File: config.mk
export PLATFORM = sky130hd
export DESIGN_NAME = snoop_dispatch
export DESIGN_NICKNAME = d
export VERILOG_FILES = /design/src/rtl/snoop_dispatch_pkg.sv /design/src/rtl/snoop_dispatch_onehot_dec.sv /design/src/rtl/snoop_dispatch.sv
export SDC_FILE = /design/constraint.sdc
export NUM_CORES = 1
export LEC_CHECK = 0
export ABC_CLOCK_PERIOD_IN_PS = 3200
export CAP_MARGIN = 5
export CORE_MARGIN = 4
export CORE_UTILIZATION = 44
export CTS_CLUSTER_SIZE = 30
export DETAILED_ROUTE_END_ITERATION = 10
export GPL_TIMING_DRIVEN = 0
export HOLD_SLACK_MARGIN = 0.12
export PLACE_DENSITY_LB_ADDON = 0.2
export SETUP_SLACK_MARGIN = 0.1
export SLEW_MARGIN = 0
export SYNTH_ARGS = -nofsm -noshare
export SYNTH_HDL_FRONTEND = slang
export SYNTH_SLANG_ARGS = --single-unit
File: constraint.sdc
create_clock -name i_clk -period 3.2 [get_ports i_clk]
set_input_delay 0.32 -clock i_clk [delete_from_list [all_inputs] [get_ports i_clk]]
set_output_delay 0.32 -clock i_clk [all_outputs]
set_load 0.05 [all_outputs]
File: src/rtl/snoop_dispatch_pkg.sv
// Shared definitions for the snoop dispatcher: FSM state encoding and a
// constant-function log2 used to size tag index slices.
package snoop_dispatch_pkg;

    typedef enum logic [1:0] {
        ST_IDLE = 2'd0,
        ST_HELD = 2'd1,
        ST_DROP = 2'd2
    } state_t;

    function automatic int clog2(input int value);
        int r;
        r = 0;
        for (int v = value - 1; v > 0; v = v >> 1) begin
            r = r + 1;
        end
        return r;
    endfunction

endpackage

File: src/rtl/snoop_dispatch_onehot_dec.sv
// Tag to one-hot buffer select; tags at or beyond N decode to all-zero so a
// bogus grant can never strobe a buffer.
module tag_onehot_dec
    import snoop_dispatch_pkg::*;
#(
    parameter int N      = 4,
    parameter int TAG_SZ = 5
) (
    input  logic [TAG_SZ-1:0] i_tag,
    output logic [N-1:0]      o_onehot
);

    localparam int IDX_W = (N > 1) ? clog2(N) : 1;

    always_comb begin
        o_onehot = '0;
        if (i_tag < TAG_SZ'(N)) begin
            o_onehot[i_tag[IDX_W-1:0]] = 1'b1;
        end
    end

endmodule

File: src/rtl/snoop_dispatch.sv
// Holds one packet-buffer grant from tag_tree and steers the snooper write
// stream to that buffer through a single register stage; ungranted packets are dropped.
module snoop_dispatch
    import snoop_dispatch_pkg::*;
#(
    parameter int N          = 4,
    parameter int TAG_SZ     = 5,
    parameter int ADDR_WIDTH = 10,
    parameter int DATA_WIDTH = 64,
    parameter int DROP_CNT_W = 16
) (
    input  logic                  i_clk,
    input  logic                  i_rst,
    input  logic [TAG_SZ-1:0]     i_tag,
    input  logic                  i_tag_rdy,
    output logic                  o_tag_ack,
    input  logic [ADDR_WIDTH-1:0] i_sn_addr,
    input  logic [DATA_WIDTH-1:0] i_sn_wr_data,
    input  logic                  i_sn_wr_en,
    input  logic                  i_sn_done,
    output logic                  o_sn_rdy,
    output logic [ADDR_WIDTH-1:0] o_core_addr,
    output logic [DATA_WIDTH-1:0] o_core_wr_data,
    output logic [N-1:0]          o_core_wr_en,
    output logic [N-1:0]          o_core_done,
    output logic [DROP_CNT_W-1:0] o_drop_cnt,
    output state_t                o_dbg_state
);

    state_t                r_state;
    state_t                w_state_nxt;
    logic [TAG_SZ-1:0]     r_held_tag;
    logic [ADDR_WIDTH-1:0] r_core_addr;
    logic [DATA_WIDTH-1:0] r_core_wr_data;
    logic [N-1:0]          r_core_wr_en;
    logic [N-1:0]          r_core_done;
    logic [DROP_CNT_W-1:0] r_drop_cnt;
    logic [N-1:0]          w_held_oh;
    logic                  w_tag_ack;
    logic                  w_drop_inc;

    tag_onehot_dec #(
        .N      (N),
        .TAG_SZ (TAG_SZ)
    ) u_held_dec (
        .i_tag    (r_held_tag),
        .o_onehot (w_held_oh)
    );

    // Tag handshake: tag_tree presents i_tag with i_tag_rdy; a grant transfers on
    // the edge where o_tag_ack is high. Acks are withheld while a packet is
    // beating in so a packet never starts mid-stream on a fresh grant.
    assign w_tag_ack = i_tag_rdy & (r_state == ST_IDLE) & ~i_sn_wr_en;

    always_comb begin
        w_state_nxt = r_state;
        w_drop_inc  = 1'b0;
        case (r_state)
            ST_IDLE: begin
                if (i_sn_wr_en) begin
                    if (i_sn_done) begin
                        w_drop_inc = 1'b1;
                    end else begin
                        w_state_nxt = ST_DROP;
                    end
                end else if (w_tag_ack) begin
                    w_state_nxt = ST_HELD;
                end
            end
            ST_HELD: begin
                if (i_sn_done) begin
                    w_state_nxt = ST_IDLE;
                end
            end
            ST_DROP: begin
                if (i_sn_done) begin
                    w_drop_inc  = 1'b1;
                    w_state_nxt = ST_IDLE;
                end
            end
            default: begin
                w_state_nxt = ST_IDLE;
            end
        endcase
    end

    always_ff @(posedge i_clk) begin
        if (i_rst) begin
            r_state        <= ST_IDLE;
            r_held_tag     <= '0;
            r_core_addr    <= '0;
            r_core_wr_data <= '0;
            r_core_wr_en   <= '0;
            r_core_done    <= '0;
            r_drop_cnt     <= '0;
        end else begin
            r_state      <= w_state_nxt;
            r_core_wr_en <= '0;
            r_core_done  <= '0;
            if (w_tag_ack) begin
                r_held_tag <= i_tag;
            end
            // Address/data hold between beats so buffers see stable values.
            if (r_state == ST_HELD) begin
                if (i_sn_wr_en) begin
                    r_core_wr_en   <= w_held_oh;
                    r_core_addr    <= i_sn_addr;
                    r_core_wr_data <= i_sn_wr_data;
                end
                if (i_sn_done) begin
                    r_core_done <= w_held_oh;
                end
            end
            if (w_drop_inc && (r_drop_cnt != '1)) begin
                r_drop_cnt <= r_drop_cnt + 1'b1;
            end
        end
    end

    assign o_tag_ack      = w_tag_ack;
    assign o_sn_rdy       = (r_state == ST_HELD);
    assign o_core_addr    = r_core_addr;
    assign o_core_wr_data = r_core_wr_data;
    assign o_core_wr_en   = r_core_wr_en;
    assign o_core_done    = r_core_done;
    assign o_drop_cnt     = r_drop_cnt;
    assign o_dbg_state    = r_state;

endmodule

; Word level (Yosys, flattened, before mapping)
; Index checks and enable logic that the tools add are counted.
[word_totals]
reg_bits = 105
latchBits = 0
ram_bits = 0
romBits = 0
inputBits = 84
out_inout_bits = 102
wordCells = 41
memories = 0
[classes]
n_addsub = 1
mul = 0
n_div = 0
order_cmp = 3
n_eq_ne = 6
n_shift = 0
mux = 11
bitwise_logic = 5
n_reduce_logical = 8
[ops]
columns = operator, n
row1 = 16-bit by 1-bit adder with 16-bit output (second input constant), 1
row2 = 16-bit inequality test (second input constant), 1
row3 = 2-bit 2-to-1 mux, 4
row4 = 3-bit inequality test (second input constant), 2
row5 = 3-bit OR reduction, 2
row6 = 5-bit by 3-bit less-than comparator with 1-bit output (second input constant), 1
row7 = 4-bit 2-to-1 mux, 1
row8 = 2-bit one-hot mux with 2 select lines, 1
row9 = 2-bit by 3-bit less-than comparator with 1-bit output (second input constant), 1
row10 = 1-bit 2-to-1 mux, 3
row11 = 1-bit inverter, 3
row12 = 3-bit AND reduction, 1
row13 = 1-bit AND, 2
row14 = 1-bit demux with 2-bit select, 1
row15 = 2-bit by 1-bit equality test with 1-bit output (second input constant), 1
row16 = 2-bit equality test (second input constant), 1
row17 = 2-bit by 1-bit >= comparator with 1-bit output (second input constant), 1
row18 = 1-bit logical AND, 2
row19 = 2-bit zero test, 1
row20 = 2-bit by 1-bit inequality test with 1-bit output (second input constant), 1
row21 = 1-bit one-hot mux with 2 select lines, 1
row22 = 2-bit AND reduction, 1
row23 = 2-bit OR reduction, 1

; Depth between registers and ports, before layout
[logic_depth]
ltp_word = 6
ltp_mapped = 7
depth_no_buf = 6

; By module
; From an unflattened synthesis, not the netlist that was laid out.
[hier_totals]
hier_cells = 487
area_unflattened_um2 = 3945.0
[modules_own_cells]
columns = module, instances, cells_per_inst, area_each_um2, seq_area_each_um2
row1 = snoop_dispatch, 1, 480, 3902.5, 2102.0
row2 = tag_onehot_dec, 1, 7, 42.5, 0.0

; Worst setup path before layout
; No wires, ideal clock.
[synth_timing]
kind = register -> register
from = reg r_state[0], in the netlist o_dbg_state[0]
to = reg r_core_wr_en[3], in the netlist o_core_wr_en[3]
setup_time_ps = 65
arrival_ps = 2238
t_required_ps = 3135
path_slack_ps = 897
stages_incl_launch_ff = 7
n_path_buf = 2
period_less_slack_ps = 2303
cell_sequence = dfxtp_1 > ha_1 > and2_1 > clkbuf_1 > clkbuf_1 > nand2_1 > nor2_1
[synth_via]
elab_chain_cells = 3
[synth_lines]
columns = item, line_no
row1 = start: declaration, snoop_dispatch.sv:30  ; state_t r_state;
row2 = start signal: assignment, snoop_dispatch.sv:97  ; r_state <= w_state_nxt;
row3 = 2-bit by 1-bit equality test with 1-bit output, -
row4 = named net o_sn_rdy, snoop_dispatch.sv:21  ; output logic o_sn_rdy,
row5 = 1-bit inverter (no source line), -
row6 = 3-bit OR reduction (no source line), -
row7 = end signal: assignment, snoop_dispatch.sv:106  ; r_core_wr_en <= w_held_oh;
row8 = end: declaration, snoop_dispatch.sv:35  ; logic [N-1:0] r_core_wr_en;
; The timed path passes the listed nets, and every way through them passes these cells.
; A chain may end at the register's enable or synchronous reset.

; Worst setup path in the final report
[layout_timing]
from = reg r_state[0], in the netlist o_dbg_state[0]
to = out o_tag_ack
[layout_via]
elab_chain_cells = 3
[layout_lines]
columns = item, line_no
row1 = 2-bit zero test, snoop_dispatch.sv:53  ; assign w_tag_ack = i_tag_rdy & (r_state == ST_IDLE) & ~i_sn_wr_en;
row2 = 1-bit AND (2 in a row), snoop_dispatch.sv:53
row3 = end: declaration, snoop_dispatch.sv:16  ; output logic o_tag_ack,
; No other way between the ends.

==> out/metrics.csv <==
stage,metric,value,unit
run_status,status,finished clean,
finish,syn_to_final_growth,55.3,%
clocking,post_cts_buffers,0,
die,core_area,8720,um^2
clocking,cts_resized,0,
placed_design,gp_congestion,0.828,
finish,fin_nets,768,
clocking,clk_path_buf_depth,2,
power_and_ir_drop,p_seq_frac,0.498,
timing,grt_setup_unrepaired,no,
timing,setup_violations,0,
logic_synthesis,synth-warning-count,0,
logic_synthesis,synth_ff_type,dfxtp_1,
global_route,grt_max_degree,20,
logic_synthesis,yosys-top-cells-count,"nand2_1 (156), dfxtp_1 (105), a21oi_1 (88), clkbuf_1 (23), nor2_1 (16)",
logic_synthesis,synthArstFlopShare,0,
finish,filler_cell_count,701,
die,die_h,103,um
global_route,use_met3,0.0812,
logic_synthesis,ys_types,38,
die,die_w,103,um
global_route,antenna_found_initial,0,
route,viasPerCell,5.24,
clocking,clk_latency,0.36,ns
clocking,cts.sinks,105,
critical_path,cp_data_arrival_time,2.33,ns
clocking,numCtsBuffers,9,
finish,final_cell_area,6140,um^2
global_route,grtUsageMet1,0.268,
logic_synthesis,avgSynthCellArea,8.15,um^2
finish,drive_above_1_share,0.0321,
timing,report.final.hold_viol_count,0,
die,pin_count,186,
power_and_ir_drop,clock_power_share,0.313,
critical_path,cp-end-kind,output port,
power_and_ir_drop,p_comb_frac,0.189,
job,maxCapViolCount,0,
route,ant_nets,0,
global_route,busiest_layer,met2,
power_and_ir_drop,switching_power,821,uW
worst_hold_path,worstHoldPathType,in -> reg,
logic_synthesis,seq_area_frac_synth,0.532,
timing,min_period,2.65,ns
timing,relSlewSlack,0.558,
logic_synthesis,syn_nets,573,
timing,period_share,0.829,
timing,tns,0,ns
die,rows,34,
timing,clock_skew,0.0135,ns
die,dieArea,10600,um^2
timing,holdWs,0.284,ns
placed_design,dpl.hpwl,9.36,mm
logic_synthesis,synthMostInstantiatedCell,nand2_1,
clocking,root_buffer,clkbuf_8,
placed_design,dpl_cell_area,5930,um^2
route,wl_per_cell,15.5,um
critical_path,path_class,reg -> out,
timing,slew_viol_final,0,
critical_path,crit_fanout,7,
logic_synthesis,yosysTopAreaCellShare,0.532,
logic_synthesis,ys_ff_latch,105,
critical_path,crit_start,o_dbg_state[0],
route,dr.pass1.iters,4,
logic_synthesis,ys_top_cells_by_area,"dfxtp_1 (53%), nand2_1 (15%), a21oi_1 (11%), clkbuf_1 (2.2%), nor2_1 (1.5%)",
finish,antennaDiodeCount,0,
logic_synthesis,syn_inst,485,
global_route,grt_pass1_vias,3949,
clocking,clk_pin_slew,0.11,ns
route,vias,4154,
clocking,hold_buffers,0,
logic_synthesis,synth.largest_area_cell,dfxtp_1,
route,drt_iter0_drc,110,
logic_synthesis,synth_area,3950,um^2
timing,tightest_slew,0.658,ns
route,wl,12.3,mm
power_and_ir_drop,p_per_area,450,nW/um^2
power_and_ir_drop,p_leak,2.08,nW
global_route,grt_use_met2,0.396,
placed_design,io_buffers,184,
clocking,cts_tree,yes,
route,drc,0,
worst_hold_path,worstHoldStart,i_sn_done,
global_route,grt_pass1_wl,19.2,mm
critical_path,rr_startpoint,o_dbg_state[1],
global_route,grt_usage,0.226,
power_and_ir_drop,p_int,1.94,mW
power_and_ir_drop,swShare,0.297,
critical_path,crit_required,2.88,ns
clocking,cts_max_level,3,
power_and_ir_drop,ir_worst_vdd,265,uV
timing,max_freq,377,MHz
critical_path,cp-start-kind,register,
global_route,grt_overflow_total,0,
power_and_ir_drop,p_total,2.76,mW
logic_synthesis,synth_edf_count,0,
die,initial_core_util,0.453,
layout make-up:
class,count,area (um^2),area share
Buffer,30,115,0.0188
Clock buffer,9,124,0.0202
Clock inverter,7,83.8,0.0137
Inverter,5,18.8,0.00306
Multi-Input combinational cell,345,1720,0.280
Sequential cell,105,2100,0.343
Tap cell,108,135,0.0220
Timing Repair Buffer,184,1840,0.300
registers in the layout, summed over array words and instances, names as in the netlist:
name and flops:
o_dbg_state 2, o_core_wr_data 64, o_core_addr 10, o_core_done 4, o_drop_cnt 16, r_held_tag 5, o_core_wr_en 4
through the flow:
| stage | setup slack, ns | util | std cells |
|---|---|---|---|
| 6_report | 0.548 | 0.704 | 793 |
| 3_5_place_dp | 0.669 | 0.680 | 777 |
| 2_1_floorplan | 0.897 | - | 485 |
| 4_1_cts | 0.532 | 0.704 | 793 |
| 5_1_grt | 0.384 | 0.704 | 793 |
| 3_3_place_gp | 0.689 | 0.680 | 777 |
kinds of logic (layout without fill, tap and decap cells):
kind of cell | Yosys count | after routing | synth area share
flops | 105 | 105 | 0.532
fa+ha+maj | 4 | 4 | 0.0127
compound gates | 106 | 106 | 0.143
buf+inv | 35 | 235 | 0.0339
mux | 9 | 9 | 0.0241
simple gates | 226 | 226 | 0.254
critical path, stage by stage (launching register included):
cell and delay (ns):
dfxtp_1 0.37, inv_1 0.09, ha_1 0.27, nand3b_1 0.32, inv_1 0.12, clkdlybuf4s50_1 0.80
path summary, 6_finish.rpt:
| path | to | slack (ns) | cells after the start |
|---|---|---|---|
| max reg2reg | o_core_wr_data[21] | 1.06 | 7 |
| max | o_tag_ack | 0.55 | 5 |
| min reg2reg | o_core_wr_data[54] | 0.46 | 2 |
| min | o_core_done[0] | 0.28 | 3 |
cell usage in the layout (no fill, tap or decap), types with 3 or more instances in the layout:
master             n
clkbuf_8           9
dfxtp_1          105
nor4_1             7
nor3_1             3
inv_6              3
nor2b_1            6
clkdlybuf4s50_1  184
nand4_1            9
or3_1              4
mux2i_1            5
mux2_1             3
ha_1               4
clkbuf_1          23
a21oi_1           88
buf_1              5
inv_1              5
or4_1              6
nor2_1            16
nand3_1            7
nand2_1          156
o31ai_1            6
power groups by stage:
stage	Sequential, mW	Combinational (mW)	Clock (mW)
floorplan	1.54	0.150	0
global placement	1.41	0.512	0
detailed placement	1.41	0.521	0
CTS	1.38	0.525	0.880
global route	1.38	0.558	0.931
finish	1.38	0.521	0.865
routing by layer:
| metal | wire (um) | part of all wire |
|---|---|---|
| met5 | 0 | 0 |
| met4 | 126 | 0.010 |
| met3 | 1280 | 0.10 |
| met2 | 6070 | 0.49 |
| met1 | 4840 | 0.39 |
Power figures use the tool's default switching activity.
